===== src/rtl/decodificador_complemento_a_1_pkg.sv =====
// Shared types and constants for the ones'-complement button decoder.
// Holds the FSM state enum, code/magnitude widths, parameter defaults and the decode helper.
package decodificador_complemento_a_1_pkg;

    typedef enum logic [1:0] {
        IDLE   = 2'd0,
        UPDATE = 2'd1,
        SHOW   = 2'd2
    } estado_t;

    localparam int unsigned CODE_W              = 4;
    localparam int unsigned MAG_W               = 3;
    localparam int unsigned DEBOUNCE_CYCLES_DEF = 12000;
    localparam int unsigned BLINK_HALF_DEF      = 6000000;

    typedef struct packed {
        logic [MAG_W-1:0] mag;
        logic             sign;
        logic             neg_zero;
    } decoded_t;

    // 1111 is negative zero: shown as +0 with its own flag instead of a lit sign.
    function automatic decoded_t decode_c1(input logic [CODE_W-1:0] code);
        decoded_t d;
        d.mag      = '0;
        d.sign     = 1'b0;
        d.neg_zero = 1'b0;
        if (code == '1) begin
            d.neg_zero = 1'b1;
        end else if (code[CODE_W-1]) begin
            d.mag  = ~code[MAG_W-1:0];
            d.sign = 1'b1;
        end else begin
            d.mag = code[MAG_W-1:0];
        end
        return d;
    endfunction

endpackage


===== src/rtl/decodificador_complemento_a_1_antirrebote.sv =====
// Two-flop synchronizer followed by a consecutive-cycle debouncer for one raw button.
// The debounced level flips only after DEBOUNCE_CYCLES unbroken cycles at the new level.
module antirrebote
    import decodificador_complemento_a_1_pkg::*;
#(
    parameter int unsigned DEBOUNCE_CYCLES = DEBOUNCE_CYCLES_DEF
) (
    input  logic clk,
    input  logic rst,
    input  logic btn,
    output logic db
);

    localparam int unsigned CNT_W = (DEBOUNCE_CYCLES > 1) ? $clog2(DEBOUNCE_CYCLES) : 1;
    localparam logic [CNT_W-1:0] CNT_LAST = CNT_W'(DEBOUNCE_CYCLES - 1);

    logic [1:0]       sync_q, sync_d;
    logic [CNT_W-1:0] cnt_q, cnt_d;
    logic             db_q, db_d;

    always_comb begin
        sync_d = {sync_q[0], btn};
        cnt_d  = cnt_q;
        db_d   = db_q;
        if (sync_q[1] != db_q) begin
            if (cnt_q == CNT_LAST) begin
                db_d  = sync_q[1];
                cnt_d = '0;
            end else begin
                cnt_d = cnt_q + 1'b1;
            end
        end else begin
            // Any glitch back to the accepted level restarts the run.
            cnt_d = '0;
        end
    end

    always_ff @(posedge clk or posedge rst) begin
        if (rst) begin
            sync_q <= '0;
            cnt_q  <= '0;
            db_q   <= 1'b0;
        end else begin
            sync_q <= sync_d;
            cnt_q  <= cnt_d;
            db_q   <= db_d;
        end
    end

    assign db = db_q;

endmodule


===== src/rtl/decodificador_complemento_a_1.sv =====
// Debounces four buttons into a 4-bit ones'-complement code and shows sign/magnitude on LEDs.
// Optional macro COMPLEMENTO_BLINK_EN makes the sign LED blink while the shown value is negative.
module decodificador_complemento_a_1
    import decodificador_complemento_a_1_pkg::*;
#(
    parameter int unsigned DEBOUNCE_CYCLES = DEBOUNCE_CYCLES_DEF,
    parameter int unsigned BLINK_HALF      = BLINK_HALF_DEF
) (
    input  logic clk,
    input  logic rst,
    input  logic BTN1,
    input  logic BTN2,
    input  logic BTN3,
    input  logic BTN4,
    output logic LED0,
    output logic LED1,
    output logic LED2,
    output logic LED3,
    output logic LED4,
    output logic UPD
);

    if (DEBOUNCE_CYCLES < 1 || BLINK_HALF < 1) begin : g_param_check
        $error("DEBOUNCE_CYCLES and BLINK_HALF must both be at least 1");
    end

    logic [CODE_W-1:0] btn_raw;
    logic [CODE_W-1:0] code;

    assign btn_raw = {BTN4, BTN3, BTN2, BTN1};

    for (genvar i = 0; i < int'(CODE_W); i++) begin : g_antirrebote
        antirrebote #(
            .DEBOUNCE_CYCLES(DEBOUNCE_CYCLES)
        ) u_antirrebote (
            .clk(clk),
            .rst(rst),
            .btn(btn_raw[i]),
            .db (code[i])
        );
    end

    estado_t           state_q, state_d;
    logic [CODE_W-1:0] code_q, code_d;
    logic [MAG_W-1:0]  mag_q, mag_d;
    logic              sign_q, sign_d;
    logic              nz_q, nz_d;
    logic              upd_q, upd_d;
    logic              load;
    decoded_t          dec;

    // Outputs are loaded on the edge that enters UPDATE, so LEDs and UPD change together.
    always_comb begin
        dec     = decode_c1(code);
        load    = 1'b0;
        state_d = state_q;
        case (state_q)
            IDLE:    load = 1'b1;
            UPDATE:  state_d = SHOW;
            SHOW:    load = (code != code_q);
            default: state_d = IDLE;
        endcase
        code_d = code_q;
        mag_d  = mag_q;
        sign_d = sign_q;
        nz_d   = nz_q;
        upd_d  = load;
        if (load) begin
            state_d = UPDATE;
            code_d  = code;
            mag_d   = dec.mag;
            sign_d  = dec.sign;
            nz_d    = dec.neg_zero;
        end
    end

    always_ff @(posedge clk or posedge rst) begin
        if (rst) begin
            state_q <= IDLE;
            code_q  <= '0;
            mag_q   <= '0;
            sign_q  <= 1'b0;
            nz_q    <= 1'b0;
            upd_q   <= 1'b0;
        end else begin
            state_q <= state_d;
            code_q  <= code_d;
            mag_q   <= mag_d;
            sign_q  <= sign_d;
            nz_q    <= nz_d;
            upd_q   <= upd_d;
        end
    end

    assign LED0 = mag_q[0];
    assign LED1 = mag_q[1];
    assign LED2 = mag_q[2];
    assign LED4 = nz_q;
    assign UPD  = upd_q;

`ifdef COMPLEMENTO_BLINK_EN
    localparam int unsigned BLINK_W = (BLINK_HALF > 1) ? $clog2(BLINK_HALF) : 1;
    localparam logic [BLINK_W-1:0] BLINK_LAST = BLINK_W'(BLINK_HALF - 1);

    logic [BLINK_W-1:0] blink_cnt_q, blink_cnt_d;
    logic               led3_q, led3_d;

    // Restart the half-period on every update so a negative value starts lit.
    always_comb begin
        blink_cnt_d = blink_cnt_q;
        led3_d      = led3_q;
        if (load) begin
            blink_cnt_d = '0;
            led3_d      = dec.sign;
        end else if (sign_q) begin
            if (blink_cnt_q == BLINK_LAST) begin
                blink_cnt_d = '0;
                led3_d      = ~led3_q;
            end else begin
                blink_cnt_d = blink_cnt_q + 1'b1;
            end
        end else begin
            blink_cnt_d = '0;
            led3_d      = 1'b0;
        end
    end

    always_ff @(posedge clk or posedge rst) begin
        if (rst) begin
            blink_cnt_q <= '0;
            led3_q      <= 1'b0;
        end else begin
            blink_cnt_q <= blink_cnt_d;
            led3_q      <= led3_d;
        end
    end

    assign LED3 = led3_q;
`else
    assign LED3 = sign_q;
`endif

endmodule


===== config.mk =====
export PLATFORM = sky130hd
export DESIGN_NAME = decodificador_complemento_a_1
export DESIGN_NICKNAME = d
export VERILOG_FILES = /design/src/rtl/decodificador_complemento_a_1_pkg.sv /design/src/rtl/decodificador_complemento_a_1_antirrebote.sv /design/src/rtl/decodificador_complemento_a_1.sv
export SDC_FILE = /design/constraint.sdc
export NUM_CORES = 1
export LEC_CHECK = 0
export ABC_AREA = 1
export CAP_MARGIN = 20
export CORE_MARGIN = 10
export CORE_UTILIZATION = 55
export CTS_CLUSTER_SIZE = 24
export DETAILED_ROUTE_END_ITERATION = 10
export PLACE_DENSITY = 0.8
export SLEW_MARGIN = 20
export SYNTH_ARGS = -nofsm -noshare
export SYNTH_HDL_FRONTEND = slang
export SYNTH_HIERARCHICAL = 1
export SYNTH_SLANG_ARGS = --single-unit
export TNS_END_PERCENT = 10

===== constraint.sdc =====
create_clock -name clk -period 2.75 [get_ports clk]
set_input_delay 0.4125 -clock clk [delete_from_list [all_inputs] [get_ports clk]]
set_output_delay 0.4125 -clock clk [all_outputs]
set_load 0.03 [all_outputs]

Word level (Yosys, flattened, before mapping)
Cells that the tools add are included.

operators by class
  reductions and logical operators = 6
  add/sub/neg operators = 4
  bitwise operators = 1
  equality and inequality tests = 13
  muxes and demuxes = 15

operator list
  operator                 count
  $mux W14                 8
  $add A14 B1 Y14 const B  4
  $eq A14 B14 Y1 const B   4
  $reduce_and A2 Y1        4
  $eq A4 B4 Y1 const B     1
  $mux W4                  1
  $ne A1 B1 Y1             4
  $ne A4 B4 Y1             1
  $pmux W2 S2              1
  $mux W3                  1
  $not A3 Y3               1
  $eq A2 B1 Y1 const B     1
  $eq A2 B2 Y1 const B     1
  $logic_not A2 Y1         1
  $mux W1                  2
  $mux W2                  1
  $ne A2 B1 Y1 const B     1
  $pmux W1 S2              1
  $reduce_or A2 Y1         1

storage, ports and cells
  logic and storage cells = 57
  bits in registers = 80

Longest topological paths before layout
Gate-level depths: netlist of the first run.

  word-level depth = 4
  gate-level depth with buffers = 8
  mapped depth without buffers = 8

Modules after synthesis
The synthesis of the first run kept the hierarchy.

by module, submodules not included
  module                                            area each (um^2)  times used  seq. area each (um^2)  cells each
  antirrebote (g_antirrebote[0].u_antirrebote ...)  877.1             3           425.4                  106
  antirrebote (g_antirrebote[1].u_antirrebote)      913.4             1           425.4                  99
  decodificador_complemento_a_1                     603.1             1           300.3                  70

Worst setup path after synthesis of the first run
Ideal clock, no wire load.

  path kind = register to register
  start point = register g_antirrebote[1].u_antirrebote.cnt_q[0]
  end point = register g_antirrebote[1].u_antirrebote.cnt_q[6]
  slack = 1.487 ns
  required time = 2.631 ns
  library setup time = 0.119 ns
  stages on the path, launching flop included = 8
  data arrival time = 1.144 ns
  cell sequence = dfrtp_1 -> ha_1 -> nand3_2 -> nor2_4 -> nand2_2 -> nand2_2 -> buf_12 -> nor2_2

on the way
  longest elaborated chain between the ends = 3
  elaborated cells on any way between the ends = 4

ends and longest elaborated chain
  element                                            line                                                                                              RTL
  start: declaration                                 decodificador_complemento_a_1_antirrebote.sv:18                                                   logic [CNT_W-1:0] cnt_q, cnt_d;
  start signal: assignment                           decodificador_complemento_a_1_antirrebote.sv:45                                                   cnt_q <= cnt_d;
  $add A14 B1 Y14 or $eq A14 B14 Y1 (tied branches)  decodificador_complemento_a_1_antirrebote.sv:30, decodificador_complemento_a_1_antirrebote.sv:26
  $mux W14 *                                         decodificador_complemento_a_1_antirrebote.sv:26                                                   if (cnt_q == CNT_LAST) begin
  $mux W14 *                                         decodificador_complemento_a_1_antirrebote.sv:25                                                   if (sync_q[1] != db_q) begin
  net g_antirrebote[1].u_antirrebote.cnt_d[6]        decodificador_complemento_a_1_antirrebote.sv:18

The timed path passes the listed nets; every way through them passes the cells marked *.
A chain may end at the register's enable or synchronous reset.

Worst setup path in the final report of the first run
  start point = register mag_q[2]
  end point = output LED2

RTL lines
  element                   line                                 RTL
  start: declaration        decodificador_complemento_a_1.sv:45  logic [MAG_W-1:0] mag_q, mag_d;
  start signal: assignment  decodificador_complemento_a_1.sv:88  mag_q <= mag_d;
  end: declaration          decodificador_complemento_a_1.sv:17  output logic LED2,

No word-level cell between the ends.

==> results_dict.tcl, run 1 <==
set metrics [dict create \
    status "finished clean" \
    synth_edf_count 0 \
    drt-initial-drc-count 113 \
    grt_overflow 0 \
    port_buffers 11 \
    yosysWarnings 6 \
    grt_max_degree 18 \
    ys_types 25 \
    clk_pin_slew_worst_paths_ns 0.08 \
    tns_ns 0 \
    diodes 0 \
    cp_max_fo 2 \
    clk_latency_ns 0.35 \
    required_ns 2.34 \
    finalWeightedCongestion 0.859 \
    timing.final.crit_share_pct 65.9 \
    io_pins 12 \
    critPathKind "reg -> out" \
    drv_slew 0 \
    syn-num-nets 502 \
    finalHoldViolCount 0 \
    dp_cells 592 \
    synth.most_common_cell "nand2_1" \
    finClkSkew_ns 0.00999 \
    setup_viol 0 \
    slew_headroom_pct 56.1 \
    regArea_um2 2000 \
    worst_slew_pin_slew_ns 0.658 \
    final_cells 607 \
    synth_common_cells "104 x nand2_1, 83 x nor2_1, 80 x dfrtp_1" \
    seq_area_frac_synth_pct 48.3 \
    clock-root-buffer "clkbuf_8" \
    die_h_um 107 \
    fmax_ghz 0.552 \
    cp_num_buf_inv 1 \
    cp-start-kind "flip-flop" \
    grt_usage_pct 14.3 \
    fin_util_pct 62.6 \
    power_density_nw_per_um2 512 \
    p_leak_nw 2.04 \
    layout.nets 519 \
    hp-class "reg -> reg" \
    drt_pass1_iterations 4 \
    rows 31 \
    grt_pass1_vias 3107 \
    cts_tree "yes" \
    core_area_um2 7290 \
    final_antenna_net_count 0 \
    period_minus_slack_ns 1.81 \
    synth_top_cell_by_area "dfrtp_1" \
    crit_arrival_ns 1.40 \
    wl_per_cell_um 12.6 \
    cp_slowest_cell "clkdlybuf4s50_1" \
    syn_inst 487 \
    crit_path_cell_trace "clkdlybuf4s50_1" \
    clockBufferDepth 2 \
    postSynthAreaPerCell_um2 8.52 \
    cap_violations 0 \
    async_reset_ff_share_pct 100 \
    layout-drive-gt1-share_pct 13.2 \
    cts_buffers 9 \
    syn_area_um2 4150 \
    yosysTopAreaCellShare_pct 48.3 \
    rsz0062_at_grt "false" \
    start_util_pct 56.9 \
    netlist_top_cells_area "dfrtp_1 48%, nand2_1 9.4%, nor2_1 7.5%, inv_1 4.1%, nand3_1 4.0%" \
    cts-htree-levels 3 \
    irDropWorstVdd_uv 379 \
    path_delay_family "buffers and inverters" \
    antenna_found_initial 0 \
    multi_input_area_um2 1900 \
    synth_seq_cells 80 \
    die_w_um 107 \
    endpoint_kind "output port" \
    routed_wl_mm 7.63 \
    cts_resized 0 \
    synthToLayoutAreaGrowth_pct 10.1 \
    slowest_delay_ns 0.68 \
    dpl.hpwl_mm 5.37 \
    drc 0 \
    clkSinkCount 80 \
    nFillCells 610 \
    p_total_w 0.00234 \
    cts_hold_buf 0 \
    dieArea_um2 11400 \
    vias 3106 \
    grt_pass1_wl_mm 13.6 \
    cts_setup_buffers 0 \
    synth_top_flop_cell "dfrtp_1" \
    vias_per_cell 5.12 \
]
worst register-to-register path: stages (launching register included):
cell	delay (ns)
dfrtp_1	0.43
ha_1	0.19
nand3_2	0.11
nor2_4	0.14
nand2_2	0.09
nand2_2	0.28
nor2_1	0.10
logic make-up after synthesis:
| group | after synthesis | synth area share (%) |
|---|---|---|
| simple gates | 289 | 32.9 |
| fa+ha+maj | 9 | 2.71 |
| mux | 3 | 0.724 |
| buf+inv | 54 | 5.85 |
| xor+xnor | 29 | 6.12 |
| compound gates | 23 | 3.38 |
| flops | 80 | 48.3 |
worst paths after layout:
path	from	endpoint	slack, ns	depth (start not counted)
worst max-delay path	mag_q[2]	LED2	0.94	1
worst min-delay path	g_antirrebote[1].u_antirrebote/sync_q[0]	g_antirrebote[1].u_antirrebote/sync_q[1]	0.35	0
worst max register to register	g_antirrebote[1].u_antirrebote/cnt_q[0]	g_antirrebote[1].u_antirrebote/cnt_q[5]	1.29	6
worst min register to register	g_antirrebote[1].u_antirrebote/sync_q[0]	g_antirrebote[1].u_antirrebote/sync_q[1]	0.35	0
max in group asynchronous	rst	g_antirrebote[3].u_antirrebote/cnt_q[5]	1.73	2
min in group asynchronous	rst	mag_q[2]	0.54	2
report_power, final:
group          internal [W]  switching (W)
Clock              0.000622       0.000413
Combinational     0.0000284      0.0000568
Sequential          0.00120      0.0000227
sequential cells by signal (all words and copies together) (netlist names):
register / count
UPD: 1
mag_q: 3
state_q: 2
LED4: 1
code_q: 4
g_antirrebote.u_antirrebote/sync_q: 8
g_antirrebote.u_antirrebote/db: 4
LED3: 1
g_antirrebote.u_antirrebote/cnt_q: 56
per-layer routing:
layer  track usage, %  vias to the layer above  part of all wire (%)  wire, µm
li1                 -                     1575                     -         -
met4             7.54                        0                   1.7       131
met5                0                        -                     0         0
met3             2.40                       11                   2.9       218
met2             25.2                       48                    51      3880
met1             16.2                     1472                    45      3400
per-stage QoR:
stage	hold slack (ns)	worst slack (ns)	instance area, µm²
global placement	0.333	1.31	4320
floorplan	0.277	1.49	4150
global route	0.362	0.903	4570
CTS	0.354	0.917	4570
detailed placement	0.336	1.28	4320
finish	0.353	0.937	4570
area by class of cell:
cell class | instances | area share (%)
tap | 99 | 2.71
sequential | 80 | 43.8
clock inverter | 5 | 2.30
multi-input combinational | 353 | 41.7
clock buffer | 10 | 3.01
timing repair buffer | 11 | 2.41
inverter | 49 | 4.03
cell usage in the layout, fill, tap and decap left out:
cell	count
nand2_1	104
nand2_4	2
ha_1	9
clkbuf_8	10
nor2_1	83
a21oi_1	11
clkinvlp_4	2
dfrtp_1	80
nand2_2	10
nand3_2	11
nor3_1	7
nor3_4	1
a31oi_1	4
clkdlybuf4s50_1	11
nand3_1	33
nor2_4	3
nand4_1	14
nor2_2	21
o21bai_1	5
xnor2_1	11
bufinv_16	3
a21o_1	3
mux2i_1	3
xor2_1	18
inv_1	45
inv_2	4
No activity file was read; power rests on OpenSTA's default activity.
==> run 2: changes to the inputs <==
--- a/config.mk
+++ b/config.mk
@@ -11,7 +11,7 @@
 export CORE_UTILIZATION = 55
 export CTS_CLUSTER_SIZE = 24
 export DETAILED_ROUTE_END_ITERATION = 10
-export PLACE_DENSITY = 0.8
+export PLACE_DENSITY = 0.83
 export SLEW_MARGIN = 20
 export SYNTH_ARGS = -nofsm -noshare
 export SYNTH_HDL_FRONTEND = slang
==> constraint.sdc (replaced) <==
create_clock -name clk -period 1.55 [get_ports clk]
set_input_delay 0.2325 -clock clk [delete_from_list [all_inputs] [get_ports clk]]
set_output_delay 0.2325 -clock clk [all_outputs]
set_load 0.03 [all_outputs]
==> run 2 against run 1 <==
  * Combinational power increased by 97%
  * Wire length increased by 2.3%
  * Count of clock-buffer cells in the layout decreased by 1
  * Setup slack got worse by 0.80 ns
  * First-iteration DRC count increased by 2.7%
  * Utilization increased by 0.79 points
  * Critical path depth increased by 5
  * Global-route usage increased by 0.29 points
  * Clock power increased by 77%
  * Sequential share of layout area decreased by 0.52 points
  * Hold slack got worse by 0.094 ns
  * Total power increased by 78%
==> results_dict.tcl, run 2 (synthesis results as in run 1) <==
set metrics [dict create \
    largest_reg_flops 56 \
    required_ns 1.78 \
    rows 31 \
    crit_arrival_ns 1.64 \
    final_common_cell "nand2_1" \
    fin_util_pct 63.4 \
    drc 0 \
    layout-drive-gt1-share_pct 14.6 \
    final_cell_mix "104 x nand2_1, 83 x nor2_1, 79 x dfrtp_1" \
    tns_ns 0 \
    reg_top3 "g_antirrebote.u_antirrebote/cnt_q: 56 flops, g_antirrebote.u_antirrebote/sync_q: 8 flops" \
    power_density_nw_per_um2 903 \
    cts_tree "yes" \
    clk_pin_slew_worst_paths_ns 0.09 \
    drt_pass1_iterations 4 \
    setup_viol 0 \
    final_antenna_net_count 0 \
    port_buffers 11 \
    routed_wl_mm 7.80 \
    irDropWorstVdd_uv 538 \
    core_area_um2 7290 \
    finalHoldViolCount 0 \
    wl_per_cell_um 12.7 \
    vias 3170 \
    drv_slew 0 \
    timing.hold.ws_ns 0.259 \
    slew_headroom_pct 68.9 \
    cts_hold_buf 0 \
    hp-class "in -> async" \
    grt_usage_pct 14.6 \
    die_w_um 107 \
    cts_buffers 9 \
    io_pins 12 \
    p_leak_nw 2.10 \
    clk_latency_ns 0.35 \
    cap_violations 0 \
    finalWeightedCongestion 0.886 \
    worst_slew_pin_slew_ns 0.467 \
    die_h_um 107 \
    design_area_um2 4620 \
    clockBufferDepth 2 \
    grt_overflow 0 \
    period_minus_slack_ns 1.42 \
    finClkSkew_ns 0.0107 \
    placed_cell_area_um2 4380 \
    dpl.hpwl_mm 5.77 \
    cp-start-kind "flip-flop" \
    timing.final.crit_share_pct 91.5 \
    cp_max_fo 11 \
    dieArea_um2 11400 \
    drt-initial-drc-count 116 \
    critPathKind "reg -> reg" \
    clock-root-buffer "clkbuf_8" \
    cts-htree-levels 3 \
    top_register "g_antirrebote.u_antirrebote/cnt_q" \
    grt_pass1_vias 3261 \
    clkSinkCount 80 \
    grt_pass1_wl_mm 13.9 \
    layout.nets 525 \
    synthToLayoutAreaGrowth_pct 11.5 \
    status "finished clean" \
    diodes 0 \
    start_util_pct 56.9 \
    endpoint_kind "flip-flop" \
    vias_per_cell 5.16 \
    rsz0062_at_grt "false" \
    grt_max_degree 18 \
    fmax_ghz 0.705 \
    antenna_found_initial 0 \
]
run 2: final cells by class:
type	count	area, µm²
clock buffer	9	124
clock inverter	7	120
fill	630	2670
inverter	49	184
multi-input combinational	353	1910
sequential	80	2000
tap	99	124
timing repair buffer	17	160
run 2: stage by stage:
stage | setup WS [ns] | instances | total power, W
floorplan | 0.287 | 487 | 0.00232
global placement | 0.168 | 598 | 0.00236
detailed placement | 0.0969 | 598 | 0.00238
CTS | 0.0514 | 614 | 0.00422
global route | 0.00973 | 614 | 0.00434
finish | 0.132 | 614 | 0.00417
run 2: worst paths after layout:
check | start | end | slack [ns] | cells after the start
hold / removal | rst | g_antirrebote[1].u_antirrebote/cnt_q[10] | 0.26 | 2
setup / recovery | g_antirrebote[1].u_antirrebote/cnt_q[0] | g_antirrebote[1].u_antirrebote/cnt_q[5] | 0.13 | 6
min in group clk | BTN3 | g_antirrebote[2].u_antirrebote/sync_q[0] | 0.32 | 1
hold reg to reg | g_antirrebote[1].u_antirrebote/sync_q[0] | g_antirrebote[1].u_antirrebote/sync_q[1] | 0.35 | 0
max in group asynchronous | rst | mag_q[1] | 0.88 | 2
setup reg to reg | g_antirrebote[1].u_antirrebote/cnt_q[0] | g_antirrebote[1].u_antirrebote/cnt_q[5] | 0.13 | 6
run 2: critical path, cell delays in order (launching register included):
cell     delay, ns
dfrtp_1       0.42
ha_1          0.19
nand3_2       0.11
nor2_4        0.13
nand2_2       0.09
nand2_2       0.26
nor2_1        0.09
run 2: timing repair:
| action | in CTS | in global routing |
|---|---|---|
| endpoints found under the hold margin | 0 | 0 |
| resized for setup | 6 | 2 |
| setup endpoints to repair | 6 | 11 |
| setup buffers | 0 | 0 |
run 2: metal layers:
| metal | global-route usage [%] | routed length (µm) |
|---|---|---|
| met1 | 16.4 | 3390 |
| met2 | 25.8 | 4060 |
| met3 | 3.83 | 271 |
| met4 | 5.71 | 81 |
| met5 | 0 | 0 |
run 2: where the power goes:
group / internal [W] / switching, W / total (W)
clock: 0.00107 / 0.000771 / 0.00184
combinational: 0.0000626 / 0.000106 / 0.000168
sequential: 0.00212 / 0.0000411 / 0.00216
==> run 3: changes to the inputs <==
--- a/config.mk
+++ b/config.mk
@@ -7,7 +7,7 @@
 export LEC_CHECK = 0
 export ABC_AREA = 1
 export CAP_MARGIN = 20
-export CORE_MARGIN = 10
+export CORE_MARGIN = 5
 export CORE_UTILIZATION = 55
 export CTS_CLUSTER_SIZE = 24
 export DETAILED_ROUTE_END_ITERATION = 10
==> run 3 against run 2 <==
  * Utilization is 0.41 points lower
  * Combinational power hardly changed
  * Non-clock buffer count is 1 higher
  * Via count is 0.63% lower
  * Hold slack better by 0.046 ns
  * Sequential power hardly changed
  * Clock power is 12% lower
  * Die area is 18% lower
  * Critical path type unchanged
  * Critical endpoint is now g_antirrebote[0].u_antirrebote/cnt_q[9]
  * Highest routed layer unchanged
==> results_dict.tcl, run 3 (synthesis results as in run 1) <==
set metrics [dict create \
    grt_max_degree 18 \
    cp_max_fo 11 \
    clock-root-buffer "clkbuf_8" \
    routed_wl_mm 7.56 \
    layout-drive-gt1-share_pct 14.5 \
    grt_overflow 0 \
    cts_setup_buffers 0 \
    cts_tree "yes" \
    combPwrFrac_pct 4.3 \
    grt_pass1_vias 3090 \
    seqPwrFrac_pct 54.7 \
    drv_slew 0 \
    clockBufferDepth 2 \
    layout.nets 526 \
    irDropWorstVdd_uv 650 \
    worst_slew_pin_slew_ns 0.455 \
    power_density_nw_per_um2 859 \
    drt_pass1_iterations 4 \
    timing.final.crit_share_pct 91.5 \
    grt_pass1_wl_mm 13.4 \
    finalWeightedCongestion 0.901 \
    setup_viol 0 \
    fmax_ghz 0.705 \
    endpoint_kind "flip-flop" \
    synthToLayoutAreaGrowth_pct 10.7 \
    hp-class "in -> reg" \
    rsz0062_at_grt "false" \
    status "finished clean" \
    clk_latency_ns 0.35 \
    die_h_um 96.8 \
    final_antenna_net_count 0 \
    p_clk_share_pct 40.9 \
    critPathKind "reg -> reg" \
    die_w_um 96.8 \
    vias 3150 \
    final_cells 615 \
    start_util_pct 56.9 \
    tns_ns 0 \
    multi_input_area_um2 1910 \
    required_ns 1.78 \
    intPower_w 0.00303 \
    wl_per_cell_um 12.3 \
    final_cell_mix "104 x nand2_1, 83 x nor2_1, 80 x dfrtp_1" \
    cap_violations 0 \
    hold_depth 1 \
    crit_arrival_ns 1.65 \
    cp-start-kind "flip-flop" \
    dp_cells 599 \
    clkSinkCount 80 \
    rows 31 \
    cts_buffers 9 \
    regArea_um2 2000 \
    nFillCells 647 \
    top_register "g_antirrebote.u_antirrebote/cnt_q" \
    dpl.hpwl_mm 5.52 \
    vias_per_cell 5.12 \
    final_common_cell "nand2_1" \
    clk_pin_slew_worst_paths_ns 0.09 \
    port_buffers 11 \
    power_switching_w 0.000915 \
    period_minus_slack_ns 1.42 \
    antenna_found_initial 0 \
    cts-htree-levels 3 \
    slew_headroom_pct 69.7 \
    drc 0 \
    io_pins 12 \
    core_area_um2 7290 \
    ff2ff_path_depth 6 \
    diodes 0 \
    p_sw_share_pct 23.2 \
    largest_reg_flops 56 \
    p_leak_nw 2.09 \
    reg_top3 "g_antirrebote.u_antirrebote/cnt_q: 56 flops, g_antirrebote.u_antirrebote/sync_q: 8 flops" \
    finClkSkew_ns 0.0116 \
    grt_usage_pct 17.1 \
    dieArea_um2 9380 \
    drt-initial-drc-count 94 \
    finalHoldViolCount 0 \
]
run 3: per-stage QoR:
stage	cell area (µm²)	setup WS [ns]	power (W)	utilization (%)	hold slack [ns]
2_1_floorplan	4150	0.287	0.00232	-	0.0972
4_1_cts	4580	0.0958	0.00401	62.9	0.290
6_report	4590	0.132	0.00394	63.0	0.305
3_3_place_gp	4380	0.169	0.00236	60.0	0.332
5_1_grt	4590	0.00962	0.00411	63.0	0.283
3_5_place_dp	4380	0.106	0.00237	60.0	0.338
run 3: timing repair:
| action | in CTS | in global routing |
|---|---|---|
| hold buffers | 0 | 0 |
| resized for setup | 6 | 2 |
| endpoints found under the setup margin | 6 | 2 |
run 3: worst max-delay path: stages, from the launching register on:
cell	delay, ns
dfrtp_1	0.44
ha_1	0.19
nand3_2	0.09
nor2_1	0.14
nand3_2	0.14
nand2_2	0.22
nor2_1	0.08
run 3: final timing paths:
kind,from,to,slack [ns]
hold / removal,BTN4,g_antirrebote[3].u_antirrebote/sync_q[0],0.31
min in group asynchronous,rst,g_antirrebote[1].u_antirrebote/sync_q[1],0.34
setup reg to reg,g_antirrebote[0].u_antirrebote/cnt_q[0],g_antirrebote[0].u_antirrebote/cnt_q[9],0.13
setup / recovery,g_antirrebote[0].u_antirrebote/cnt_q[0],g_antirrebote[0].u_antirrebote/cnt_q[9],0.13
max in group asynchronous,rst,code_q[3],0.88
hold reg to reg,g_antirrebote[1].u_antirrebote/sync_q[0],g_antirrebote[1].u_antirrebote/sync_q[1],0.35
run 3: area by class of cell:
type | count | share of cell area, %
inverter | 49 | 4.00
clock inverter | 5 | 1.39
clock buffer | 11 | 3.30
timing repair buffer | 18 | 3.38
tap | 99 | 2.70
sequential | 80 | 43.6
multi-input combinational | 353 | 41.7
run 3: power by group through the flow:
stage	Sequential (W)	Clock (W)	Combinational (W)
CTS	0.00216	0.00167	0.000175
global placement	0.00220	0	0.000167
finish	0.00216	0.00161	0.000171
detailed placement	0.00220	0	0.000174
global route	0.00217	0.00175	0.000198
floorplan	0.00220	0	0.000128
run 3: layer usage:
metal / GRT usage, % / vias up / routed length, µm
li1: - / 1585 / -
met1: 19.2 / 1517 / 3260
met2: 30.9 / 36 / 3980
met3: 4.75 / 12 / 192
met4: 6.05 / 0 / 121
met5: 0 / - / 0
